## src/rtl/seg7_capture_pkg.sv

```systemverilog
// Shared definitions for the seven-segment display capture block:
// segment patterns (active-low GFEDCBA), decode codes, FSM states and anode helpers.
package seg7_capture_pkg;

   localparam logic [6:0] SEG_0     = 7'b1000000;
   localparam logic [6:0] SEG_1     = 7'b1111001;
   localparam logic [6:0] SEG_2     = 7'b0100100;
   localparam logic [6:0] SEG_3     = 7'b0110000;
   localparam logic [6:0] SEG_4     = 7'b0011001;
   localparam logic [6:0] SEG_5     = 7'b0010010;
   localparam logic [6:0] SEG_6     = 7'b0000010;
   localparam logic [6:0] SEG_7     = 7'b1111000;
   localparam logic [6:0] SEG_8     = 7'b0000000;
   localparam logic [6:0] SEG_9     = 7'b0010000;
   localparam logic [6:0] SEG_BLANK = 7'b1111111;

   localparam logic [3:0] CODE_INVALID = 4'hE;
   localparam logic [3:0] CODE_BLANK   = 4'hF;

   typedef enum logic [1:0] {
      ST_IDLE   = 2'd0,
      ST_SETTLE = 2'd1,
      ST_HELD   = 2'd2
   } state_t;

   // True when exactly one anode enable is driven low.
   function automatic logic one_anode_low(input logic [3:0] an);
      logic r;
      case (an)
         4'b1110, 4'b1101, 4'b1011, 4'b0111: r = 1'b1;
         default:                            r = 1'b0;
      endcase
      return r;
   endfunction

   // Digit position selected by a one-low anode pattern; meaningless otherwise.
   function automatic logic [1:0] anode_pos(input logic [3:0] an);
      logic [1:0] r;
      case (an)
         4'b1110: r = 2'd0;
         4'b1101: r = 2'd1;
         4'b1011: r = 2'd2;
         4'b0111: r = 2'd3;
         default: r = 2'd0;
      endcase
      return r;
   endfunction

endpackage

```

## src/rtl/seg7_capture_to_bcd.sv

```systemverilog
// Combinational seven-segment to BCD decoder; unknown patterns flag invalid
// and decode to CODE_INVALID, the blank pattern decodes to CODE_BLANK.
module seg7_to_bcd
   import seg7_capture_pkg::*;
(
   input  logic [6:0] seg,
   output logic [3:0] value,
   output logic       invalid
);

   // Pattern lookup; anything not in the table is a corrupted or partial glyph.
   always_comb begin
      value   = CODE_INVALID;
      invalid = 1'b1;
      case (seg)
         SEG_0:     begin value = 4'h0;       invalid = 1'b0; end
         SEG_1:     begin value = 4'h1;       invalid = 1'b0; end
         SEG_2:     begin value = 4'h2;       invalid = 1'b0; end
         SEG_3:     begin value = 4'h3;       invalid = 1'b0; end
         SEG_4:     begin value = 4'h4;       invalid = 1'b0; end
         SEG_5:     begin value = 4'h5;       invalid = 1'b0; end
         SEG_6:     begin value = 4'h6;       invalid = 1'b0; end
         SEG_7:     begin value = 4'h7;       invalid = 1'b0; end
         SEG_8:     begin value = 4'h8;       invalid = 1'b0; end
         SEG_9:     begin value = 4'h9;       invalid = 1'b0; end
         SEG_BLANK: begin value = CODE_BLANK; invalid = 1'b0; end
         default:   begin value = CODE_INVALID; invalid = 1'b1; end
      endcase
   end

endmodule

```

## src/rtl/seg7_capture.sv

```systemverilog
// Captures the digits shown on a multiplexed 4-digit seven-segment display by
// watching its anode/segment lines and accepting a digit once it is stable.
module seg7_capture
   import seg7_capture_pkg::*;
#(
   parameter int STABLE_CYCLES = 4
)
(
   input  logic        clk,
   input  logic        rst_n,
   input  logic [3:0]  an,
   input  logic [6:0]  seg,
   output logic [15:0] digits,
   output logic [3:0]  valid,
   output logic        frame_done,
   output logic        err
);

   localparam logic [7:0] CNT_SAT = 8'(STABLE_CYCLES);
   // Capture fires on the edge where the counter reaches STABLE_CYCLES-1.
   localparam logic [7:0] CNT_CAP = 8'(STABLE_CYCLES - 2);

   logic [3:0]  an_sample_r;
   logic [6:0]  seg_sample_r;
   logic [3:0]  an_prev_r;
   logic [6:0]  seg_prev_r;
   logic [7:0]  cnt_r;
   state_t      state_r;
   state_t      state_next_s;
   logic        capture_s;
   logic        changed_s;
   logic        one_low_s;
   logic [1:0]  pos_s;
   logic [3:0]  cap_mask_s;
   logic [3:0]  code_s;
   logic        invalid_s;
   logic [15:0] digits_r;
   logic [3:0]  valid_r;
   logic [3:0]  seen_r;
   logic        frame_done_r;
   logic        err_r;

   assign changed_s  = ({an_sample_r, seg_sample_r} != {an_prev_r, seg_prev_r});
   assign one_low_s  = one_anode_low(an_sample_r);
   assign pos_s      = anode_pos(an_sample_r);
   assign cap_mask_s = capture_s ? (4'b0001 << pos_s) : 4'b0000;

   seg7_to_bcd u_decode (
      .seg     (seg_sample_r),
      .value   (code_s),
      .invalid (invalid_s)
   );

   // Input sample register and its one-cycle-delayed copy.
   always_ff @(posedge clk) begin
      if (!rst_n) begin
         an_sample_r  <= 4'hF;
         seg_sample_r <= 7'h7F;
         an_prev_r    <= 4'hF;
         seg_prev_r   <= 7'h7F;
      end else begin
         an_sample_r  <= an;
         seg_sample_r <= seg;
         an_prev_r    <= an_sample_r;
         seg_prev_r   <= seg_sample_r;
      end
   end

   // Stability counter: restarts on any sample change, saturates at STABLE_CYCLES.
   always_ff @(posedge clk) begin
      if (!rst_n) begin
         cnt_r <= 8'd0;
      end else if (changed_s) begin
         cnt_r <= 8'd0;
      end else if (cnt_r < CNT_SAT) begin
         cnt_r <= cnt_r + 8'd1;
      end
   end

   // FSM state register.
   always_ff @(posedge clk) begin
      if (!rst_n) begin
         state_r <= ST_IDLE;
      end else begin
         state_r <= state_next_s;
      end
   end

   // Next-state and capture decision.
   always_comb begin
      state_next_s = state_r;
      capture_s    = 1'b0;
      case (state_r)
         ST_IDLE: begin
            if (one_low_s) begin
               state_next_s = ST_SETTLE;
            end else begin
               state_next_s = ST_IDLE;
            end
         end
         ST_SETTLE: begin
            if (!one_low_s) begin
               state_next_s = ST_IDLE;
            end else if (changed_s) begin
               state_next_s = ST_SETTLE;
            end else if (cnt_r == CNT_CAP) begin
               capture_s    = 1'b1;
               state_next_s = ST_HELD;
            end else begin
               state_next_s = ST_SETTLE;
            end
         end
         ST_HELD: begin
            if (!changed_s) begin
               state_next_s = ST_HELD;
            end else if (one_low_s) begin
               state_next_s = ST_SETTLE;
            end else begin
               state_next_s = ST_IDLE;
            end
         end
         default: begin
            state_next_s = ST_IDLE;
         end
      endcase
   end

   // Captured digit storage, per-position valid flags and sticky decode error.
   always_ff @(posedge clk) begin
      if (!rst_n) begin
         digits_r <= 16'hFFFF;
         valid_r  <= 4'b0000;
         err_r    <= 1'b0;
      end else if (capture_s) begin
         digits_r[{pos_s, 2'b00} +: 4] <= code_s;
         valid_r                       <= valid_r | cap_mask_s;
         err_r                         <= err_r | invalid_s;
      end
   end

   // Frame tracking: a full seen mask pulses frame_done and restarts the mask,
   // keeping any capture that lands on the restart edge.
   always_ff @(posedge clk) begin
      if (!rst_n) begin
         seen_r       <= 4'b0000;
         frame_done_r <= 1'b0;
      end else if (seen_r == 4'b1111) begin
         seen_r       <= cap_mask_s;
         frame_done_r <= 1'b1;
      end else begin
         seen_r       <= seen_r | cap_mask_s;
         frame_done_r <= 1'b0;
      end
   end

   assign digits     = digits_r;
   assign valid      = valid_r;
   assign frame_done = frame_done_r;
   assign err        = err_r;

endmodule

```

## config.mk

```make
export PLATFORM = sky130hd
export DESIGN_NAME = seg7_capture
export DESIGN_NICKNAME = d
export VERILOG_FILES = /design/src/rtl/seg7_capture_pkg.sv /design/src/rtl/seg7_capture_to_bcd.sv /design/src/rtl/seg7_capture.sv
export SDC_FILE = /design/constraint.sdc
export NUM_CORES = 1
export LEC_CHECK = 0
export ABC_AREA = 1
export BUFFER_PORTS_ARGS = -buffer_cell sky130_fd_sc_hd__buf_2
export CELL_PAD_IN_SITES_DETAIL_PLACEMENT = 2
export CELL_PAD_IN_SITES_GLOBAL_PLACEMENT = 2
export CORE_ASPECT_RATIO = 0.7
export CORE_MARGIN = 3
export CORE_UTILIZATION = 35
export DETAILED_ROUTE_END_ITERATION = 16
export HOLD_SLACK_MARGIN = 0.02
export PLACE_DENSITY_LB_ADDON = 0.1
export SLEW_MARGIN = 20
export SYNTH_ARGS = -nofsm -noshare
export SYNTH_HDL_FRONTEND = slang
export SYNTH_SLANG_ARGS = --single-unit
```

## constraint.sdc

```tcl
create_clock -name clk -period 4.3 [get_ports clk]
set_clock_uncertainty 0.05 [all_clocks]
set_input_delay 0.215 -clock clk [delete_from_list [all_inputs] [get_ports clk]]
set_output_delay 0.215 -clock clk [all_outputs]
set_load 0.05 [all_outputs]
```

==> results of run 1 <==
report_power, final:
group          total [mW]  internal [mW]  switching (mW)
registers           0.559          0.548          0.0107
clock network       0.528          0.311           0.217
logic               0.108         0.0375          0.0706
cell usage in the layout (no fill, tap or decap), types with 2 or more instances in the layout:
master | Yosys | final
a21oi_1 | 28 | 28
buf_2 | 0 | 34
clkbuf_8 | 0 | 12
dfxtp_1 | 58 | 58
dlygate4sd3_1 | 0 | 11
ha_1 | 8 | 8
inv_1 | 36 | 35
inv_2 | 6 | 7
nand2_1 | 105 | 105
nand2_2 | 2 | 2
nand3_1 | 13 | 13
nand4_1 | 2 | 2
nand4_4 | 3 | 3
nor2_1 | 36 | 36
nor2_2 | 2 | 2
nor2_4 | 5 | 5
nor2_8 | 2 | 2
nor3_1 | 6 | 6
or2_2 | 13 | 13
xor2_1 | 5 | 5
state kept, by name, indices dropped and copies added, names as in the netlist, 2 cells and up:
name,flops
digits,16
seg_sample_r,7
cnt_r,8
state_r,2
an_sample_r,4
seg_prev_r,7
valid,4
seen_r,4
an_prev_r,4
metal layers:
metal  wire length (µm)  GRT usage [%]  vias to the layer above  part of all wire (%)
li1                   -              -                     1171                     -
met1               3664          25.16                     1126                    50
met2               3337          30.27                       28                    45
met3                241          6.163                       15                   3.3
met4                119          7.472                        0                   1.6
met5                  0              0                        -                     0
logic make-up after synthesis:
family          Yosys count  share of synthesized area [%]
compound gates           32                          6.657
xor+xnor                  5                          1.676
fa+ha+maj                 8                          3.832
buf+inv                  46                          6.609
flops                    58                          44.44
simple gates            193                          36.78
worst paths after layout:
| check | from | endpoint | slack, ps |
|---|---|---|---|
| max | an_sample_r[3] | digits[9] | 2160 |
| min | rst_n | seg_prev_r[4] | 150 |
| max reg2reg | an_sample_r[3] | digits[9] | 2160 |
| min reg2reg | cnt_r[3] | cnt_r[3] | 380 |
critical path, stage by stage, from the launching register on:
cell and delay, ps:
dfxtp_1 340, nand2_1 140, inv_1 80, a31oi_2 480, ha_1 390, inv_1 150, nand2_1 110, nor2_4 190
nand2_1 80, nand2_1 70
what timing repair did:
action,CTS,global route
resized for setup,0,0
hold endpoints to repair,11,0
hold buffers,11,0
setup buffers,0,0
area by class of cell:
| type | count | area, µm² |
|---|---|---|
| Clock buffer | 13 | 168.9 |
| Clock inverter | 2 | 35.03 |
| Fill cell | 825 | 3807 |
| Inverter | 42 | 157.7 |
| Multi-Input combinational cell | 238 | 1279 |
| Sequential cell | 58 | 1161 |
| Tap cell | 94 | 117.6 |
| Timing Repair Buffer | 45 | 280.3 |
stage by stage:
step	instance area (µm²)	total power [mW]	hold WS, ps
final	3199	1.195	150.5
after global routing	3199	1.259	156.8
after CTS	3199	1.214	138.1
after detailed placement	2885	0.6711	355.1
after global placement	2885	0.6661	349.9
after floorplan	2613	0.6406	234.2
==> out/metrics.csv, run 1 <==
metric;value;unit
routed wire length;7362;µm
Pleak;1.517;nW
initial cell density of the core;37.29;%
detailed-route wire length per cell;14.96;µm
worst hold path type;in2reg;
CTS root buf;clkbuf_8;
TritonRoute pass-1 iters;4;
CTS clock-pin slew for the worst setup and hold paths;70;ps
I/O Pins;35;
Placement Setup Slack;2151;ps
CP Launch Type;flip-flop;
Crit Path Class;reg2reg;
YS warnings;0;
largest net degree at the start of global routing;37;
top-count cell post-synth;nand2_1;
Yosys cell types;27;
Max Slew Vio Count;0;
Vias;2340;
synthesized area;0.002613;mm²
top-area cell type share of the netlist area;44.44;%
first-pass GRT wire length;12660;µm
area grow syn2layout;22.46;%
Core Footprint;0.007007;mm²
worst reg2reg path depth;9;
FP Rows;25;
vias per cell;4.756;
Most used DFF post-synth;dfxtp_1;
NumNets Final;415;
sequential share of the synthesized area;44.44;%
H-tree depth;3;
area leader, netlist;dfxtp_1;
clock latency on the worst-skew pair;350;ps
Placer Congestion;0.7930;
max_slew headroom;57.51;%
Mapped Avg Cell Area;7.639;µm²
Max Clk Rate;467.5;MHz
clock sinks;58;
vias in the first global route;2552;
Worst Path Arrival;2380;ps
hold depth;2;
synthesized net count;363;
EDFF count, synth;0;
top fanout value on the critical path;10;
initial DRC count;45;
utilization after layout;45.66;%
grt total ovfl;0;
CTS buffer count;9;
Post-synth top cells;nand2_1, dfxtp_1, inv_1, nor2_1, a21oi_1;
Max VDD drop;0.0002236;V
DP Cell Count;466;
Yosys reg bits;58;
status;finished clean;
Final ANT Viol Nets;0;
clock buffer depth;2;
Area contributors post-synth;dfxtp_1, nand2_1, a21oi_1;
Fin Setup TNS;0;ps
pwr/cell area;373.5;mW/mm²
die height;78.29;µm
Tot GR Track Use;19.48;%
Post-synth ARST share;0;%
Critical Path RT;4540;ps
initial antenna violation count;0;
Worst Tran Pin Value;636.5;ps
post-route insts no fill;492;
Antenna diodes;0;
fin crit period;2139;ps
CP Capture Type;flip-flop;
DP HPWL;5332;µm
final hold violation count;0;
share of cells above drive strength 1;21.61;%
# port buffers;34;
DRC;0;
die width;109.3;µm
worst setup margin;2161;ps
crit share post-route;49.74;%
setup violators final;0;
RSZ-0062 raised after global routing;no;
Die ar.;0.008554;mm²
Mapped Cells;342;
CTS tree;built;
Max-Cap Viols;0;
No activity file was read; power rests on OpenSTA's default activity.
==> inputs of run 2 (changes only) <==
--- a/config.mk
+++ b/config.mk
@@ -11,7 +11,7 @@
 export CELL_PAD_IN_SITES_GLOBAL_PLACEMENT = 2
 export CORE_ASPECT_RATIO = 0.7
 export CORE_MARGIN = 3
-export CORE_UTILIZATION = 35
+export CORE_UTILIZATION = 33
 export DETAILED_ROUTE_END_ITERATION = 16
 export HOLD_SLACK_MARGIN = 0.02
 export PLACE_DENSITY_LB_ADDON = 0.1
==> constraint.sdc (replaced) <==
create_clock -name clk -period 2 [get_ports clk]
set_clock_uncertainty 0.05 [all_clocks]
set_input_delay 0.1 -clock clk [delete_from_list [all_inputs] [get_ports clk]]
set_output_delay 0.1 -clock clk [all_outputs]
set_load 0.05 [all_outputs]
==> run 2 against run 1 <==
Net effect: routed wire length increased by 8.2%; final area increased by 4.8%; global-route usage decreased by 0.16 points; critical path depth decreased by 2; worst setup slack got worse by 2000 ps; critical endpoint is now digits[3].
==> out/metrics.csv, run 2 (synthesized netlist as in run 1, its figures left out) <==
metric;value;unit;change
setup violators final;0;;unchanged
clock buffer depth;2;;unchanged
CP max stage cell;dfxtp_1;;
CTS tree;built;;
initial DRC count;61;;+36%
commonest non-fill, non-tap cell in the layout;nand2_1;;
CP bufs+invs;0;;-2
Multi-input gate area;0.001299;mm²;+1.6%
Post-CTS Repair Setup Buffers;0;;unchanged
routed wire length;7963;µm;+8.2%
met2 usage;33.77;%;+3.5 points
total area of sequential cells;0.001165;mm²;+0.32%
Core Footprint;0.007482;mm²;+6.8%
area post-placement;0.002913;mm²;+0.95%
DRC;0;;unchanged
delay of the slowest critical-path stage;340;ps;-140 ps
utilization after layout;44.82;%;-0.84 points
CTS root buf;clkbuf_16;;
flip-flop count of the largest register after layout;16;;unchanged
commonest non-fill, non-tap cells in the layout;nand2_1, dfxtp_1, inv_1, nor2_1, buf_2;;
grt total ovfl;0;;unchanged
Die ar.;0.009037;mm²;+5.6%
first-pass GRT wire length;13310;µm;+5.1%
CP Cell Sequence;xor2_1 > nor2_1 > nand2_1 > nor2_8 > nand4_2 > a21oi_1 > nand2_1;;
CP Capture Type;flip-flop;;
cell family contributing the most delay on the critical path;simple AND/OR/NAND/NOR gates;;
CP Launch Type;flip-flop;;
Max-Cap Viols;0;;unchanged
RSZ-0062 raised after global routing;no;;
Max Clk Rate;548.3;MHz;+17%
most used cell along the critical path;nand2_1;;
GRT met1 Usage;22.84;%;-2.3 points
max_slew headroom;73.50;%;+16 points
Placer Congestion;0.8210;;+3.5%
share of cells above drive strength 1;23.63;%;+2.0 points
Max VDD drop;0.0004645;V;+110%
Critical Path RT;2170;ps;-2370 ps
met3 Use GR;6.777;%;+0.61 points
Pwr Total;3.027;mW;+150%
DP Cell Count;473;;+1.5%
Placement Setup Slack;111.0;ps;-2040 ps
Tot GR Track Use;19.32;%;-0.16 points
Pleak;1.572;nW;+3.6%
fin crit period;1824;ps;-315.0 ps
DP HPWL;5369;µm;+0.70%
CTS clock-pin slew for the worst setup and hold paths;50;ps;-20 ps
CTS buffer count;9;;unchanged
top fanout value on the critical path;7;;-3
initial cell density of the core;34.92;%;-2.4 points
Max Slew Vio Count;0;;unchanged
H-tree depth;3;;unchanged
largest net degree at the start of global routing;37;;unchanged
TritonRoute pass-1 iters;4;;unchanged
vias in the first global route;2651;;+3.9%
# port buffers;34;;unchanged
GRT busiest layer;met2;;
final hold violation count;0;;unchanged
I/O Pins;35;;unchanged
reg2reg start;seg_sample_r[3];;
Final ANT Viol Nets;0;;unchanged
die width;112.3;µm;+2.8%
initial antenna violation count;0;;unchanged
detailed-route wire length per cell;15.93;µm;+6.4%
status;finished clean;;
FP Rows;26;;+4.0%
worst setup margin;176.1;ps;-1985 ps
clock latency on the worst-skew pair;330;ps;-20 ps
post-route design area;0.003353;mm²;+4.8%
pwr/cell area;902.8;mW/mm²;+140%
clock sinks;58;;unchanged
Worst Tran Pin Value;397.5;ps;-239.0 ps
hold_ws;113.9;ps;-36.64 ps
worst hold path type;in2reg;;
post-route insts no fill;500;;+1.6%
crit share post-route;91.20;%;+41 points
vias per cell;4.686;;-1.5%
Worst Path Arrival;2000;ps;-380 ps
Vias;2343;;+0.13%
beginning of the worst hold path;rst_n;;
Filler cells;862;;+4.5%
Crit Path Class;reg2reg;;
area grow syn2layout;28.35;%;
crit path launch;seg_sample_r[3];;
die height;80.44;µm;+2.8%
NumNets Final;418;;+0.72%
Antenna diodes;0;;unchanged
Fin Setup TNS;0;ps;unchanged
run 2: cell count changes in the layout (fill, tap and decap cells not counted), moves of 2 or more:
cell | before | now
buf_4 | 0 | 3
dfxtp_1 | 58 | 55
clkbuf_16 | 0 | 9
clkbuf_8 | 12 | 2
dfxtp_2 | 0 | 3
clkinvlp_4 | 0 | 2
run 2: path summary, 6_finish.rpt:
| check | endpoint | slack (ps) | depth (start not counted) |
|---|---|---|---|
| worst min register to register | cnt_r[6] | 390 | 2 |
| worst max register to register | digits[3] | 180 | 7 |
| worst max-delay path | digits[3] | 180 | 7 |
| worst min-delay path | seg_prev_r[2] | 110 | 3 |
run 2: per-layer routing:
layer | routed length [µm] | up-vias
li1 | - | 1173
met1 | 3745 | 1134
met2 | 3881 | 27
met3 | 265 | 9
met4 | 69 | 0
met5 | 0 | -
run 2: final cells by class:
type | count | area share, %
multi-input cells | 238 | 38.73
flip-flops and latches | 58 | 34.74
repair buffers | 48 | 9.030
clock buffers | 12 | 7.649
inverters | 42 | 4.701
well taps | 98 | 3.657
clock inverters | 4 | 1.493
run 2: tightest hold or removal path: cells and delay by family:
family | cells | cell delay, ps
buffers and inverters | 2 | 300
AND/OR/NAND/NOR | 1 | 70
run 2: power by group:
group,internal (mW),switching [mW]
combinational,0.0875,0.159
sequential,1.18,0.0246
clock,1.03,0.546
run 2: timing repair:
| item | CTS | global route |
|---|---|---|
| gates resized for setup | 1 | 6 |
| setup endpoints to repair | 1 | 17 |
| pin swaps | 0 | 1 |
| gates cloned | 0 | 0 |
| hold buffers | 11 | 0 |
| hold endpoints to repair | 11 | 0 |
==> inputs of run 3 (changes only) <==
--- a/config.mk
+++ b/config.mk
@@ -13,8 +13,9 @@
 export CORE_MARGIN = 3
 export CORE_UTILIZATION = 33
 export DETAILED_ROUTE_END_ITERATION = 16
+export GPL_TIMING_DRIVEN = 0
 export HOLD_SLACK_MARGIN = 0.02
-export PLACE_DENSITY_LB_ADDON = 0.1
+export PLACE_DENSITY = 0.79
 export SLEW_MARGIN = 20
 export SYNTH_ARGS = -nofsm -noshare
 export SYNTH_HDL_FRONTEND = slang
==> run 3 against run 2 <==
Net effect: sequential share of layout area shrank 0.49 points; non-clock buffer count is 5 higher; flip-flop and latch count is the same; worst hold slack better by 290 ps; final cell count increased by 1.0%; sequential power about the same; global-route usage rose by 0.64 points; routed wire length up 14%; critical endpoint is now digits[6]; largest cell class unchanged; largest power group unchanged; highest routed layer unchanged.
==> out/metrics.csv, run 3 (synthesized netlist as in run 1, its figures left out) <==
metric;value;unit;change
H-tree depth;3;;unchanged
clock buffer depth;2;;unchanged
DP Cell Count;474;;+0.21%
area grow syn2layout;30.89;%;
detailed-route wire length per cell;17.93;µm;+13%
vias per cell;4.867;;+3.9%
setup violators final;0;;unchanged
total area of sequential cells;0.001171;mm²;+0.54%
routed wire length;9055;µm;+14%
hold_ws;399.4;ps;+285.5 ps
Vias;2458;;+4.9%
Critical Path RT;2150;ps;-20 ps
Worst R2R Setup Slack;70;ps;-110 ps
initial antenna violation count;0;;unchanged
share of cells above drive strength 1;26.04;%;+2.4 points
grt total ovfl;0;;unchanged
DP HPWL;5794;µm;+7.9%
CTS buffer count;9;;unchanged
commonest non-fill, non-tap cell in the layout;nand2_1;;
Crit Path Class;reg2reg;;
hold depth;2;;-1
Multi-input gate area;0.001338;mm²;+3.0%
worst reg2reg path depth;11;;+4
FP Rows;26;;unchanged
CP Launch Type;flip-flop;;
clock latency on the worst-skew pair;330;ps;about the same
fin crit period;1933;ps;+109.1 ps
initial cell density of the core;34.92;%;unchanged
R2R Path End;digits[6];;
top fanout value on the critical path;7;;unchanged
CTS root buf;clkbuf_16;;
largest net degree at the start of global routing;11;;-70%
Antenna diodes;0;;unchanged
CP Capture Type;flip-flop;;
pwr/cell area;878.9;mW/mm²;-2.7%
reg2reg start;seg_sample_r[4];;
Max VDD drop;0.0004754;V;+2.3%
Worst Tran Pin Value;544.7;ps;+147.2 ps
CTS clock-pin slew for the worst setup and hold paths;60;ps;about the same
utilization after layout;45.70;%;+0.89 points
post-route insts no fill;505;;+1.0%
Worst Path Arrival;2090;ps;+90 ps
commonest non-fill, non-tap cells in the layout;nand2_1, dfxtp_1, inv_1, nor2_1, buf_2;;
die height;80.44;µm;unchanged
Pleak;1.581;nW;+0.61%
Die ar.;0.009037;mm²;unchanged
Placer Congestion;0.7972;;-2.9%
initial DRC count;75;;+23%
status;finished clean;;
DRC;0;;unchanged
hold path endpoint;cnt_r[7];;
die width;112.3;µm;unchanged
Max Clk Rate;517.3;MHz;-5.6%
beginning of the worst hold path;cnt_r[7];;
flip-flop count of the largest register after layout;16;;unchanged
first-pass GRT wire length;13810;µm;+3.7%
clock sinks;58;;unchanged
max_slew headroom;63.69;%;-9.8 points
Core Footprint;0.007482;mm²;unchanged
Tot GR Track Use;19.96;%;+0.64 points
Final ANT Viol Nets;0;;unchanged
TritonRoute pass-1 iters;4;;unchanged
Max-Cap Viols;0;;unchanged
final hold violation count;0;;unchanged
vias in the first global route;2684;;+1.2%
worst hold path type;reg2reg;;
crit share post-route;96.65;%;+5.5 points
Filler cells;848;;-1.6%
CTS tree;built;;
Max Slew Vio Count;0;;unchanged
# port buffers;34;;unchanged
NumNets Final;423;;+1.2%
I/O Pins;35;;unchanged
run 3: cell types whose count changed in the layout (fill, tap and decap cells not counted), moves of 2 or more:
cell and change:
dfxtp_1 -5, dfxtp_2 +5, clkbuf_1 +3, clkbuf_8 +3, clkinvlp_4 -2, nor2_1 -2
nor2_4 +2
run 3: through the flow:
step	setup slack (ps)	power [mW]	instance area, µm²	TNS (ps)
after floorplan	209.0	1.377	2613	0
after global placement	-113.6	1.433	2905	-667.0
after detailed placement	-157.6	1.445	2905	-1105
after CTS	34.85	3.002	3358	0
after global routing	-45.98	3.143	3420	-203.9
final	67.02	3.005	3420	0
run 3: report_power, final:
| group | leakage, nW | internal (mW) | switching [mW] | total (mW) |
|---|---|---|---|---|
| Clock | 0.152 | 1.01 | 0.525 | 1.53 |
| Sequential | 0.471 | 1.18 | 0.0279 | 1.21 |
| Combinational | 0.958 | 0.0924 | 0.172 | 0.264 |
run 3: layout make-up:
type | instances | area share (%)
well taps | 98 | 3.586
clock buffers | 15 | 8.708
multi-input cells | 238 | 39.11
repair buffers | 49 | 9.147
clock inverters | 1 | 0.1464
flip-flops and latches | 58 | 34.25
plain buffers | 4 | 0.4391
inverters | 42 | 4.610
run 3: how the worst max path moves through the flow:
stage / startpoint / to / slack [ps]
6_report: seg_sample_r[4] / digits[6] / 70
5_1_grt: an_sample_r[0] / digits[11] / -50
4_1_cts: seg_sample_r[6] / digits[6] / 30
3_5_place_dp: an_sample_r[3] / digits[11] / -160
3_3_place_gp: an_sample_r[3] / digits[11] / -110
2_1_floorplan: an_sample_r[3] / digits[10] / 210
run 3: critical path: stages (launching register included):
cell and delay (ps):
dfxtp_1 480, nand2_1 170, nor2_4 160, nand3_1 150
nand3_1 160, nor2_1 90, nand2_1 130, nand2_1 90
nand2_1 110, nor2_2 60, nand2_1 70, nand2_1 90
run 3: timing repair:
| action | CTS | global route |
|---|---|---|
| gates resized for setup | 3 | 19 |
| hold buffers | 12 | 0 |
| pin swaps | 1 | 1 |
| hold endpoints to repair | 12 | 0 |
| setup endpoints to repair | 17 | 12 |
| setup buffers | 2 | 1 |
run 3: metal layers:
layer	share of wire, %	vias up	routed length (µm)	track usage [%]
met4	3.1	0	282	7.563
met3	4.2	22	383	4.292
li1	-	1191	-	-
met2	50	61	4485	36.09
met5	0	-	0	0
met1	43	1184	3904	23.29
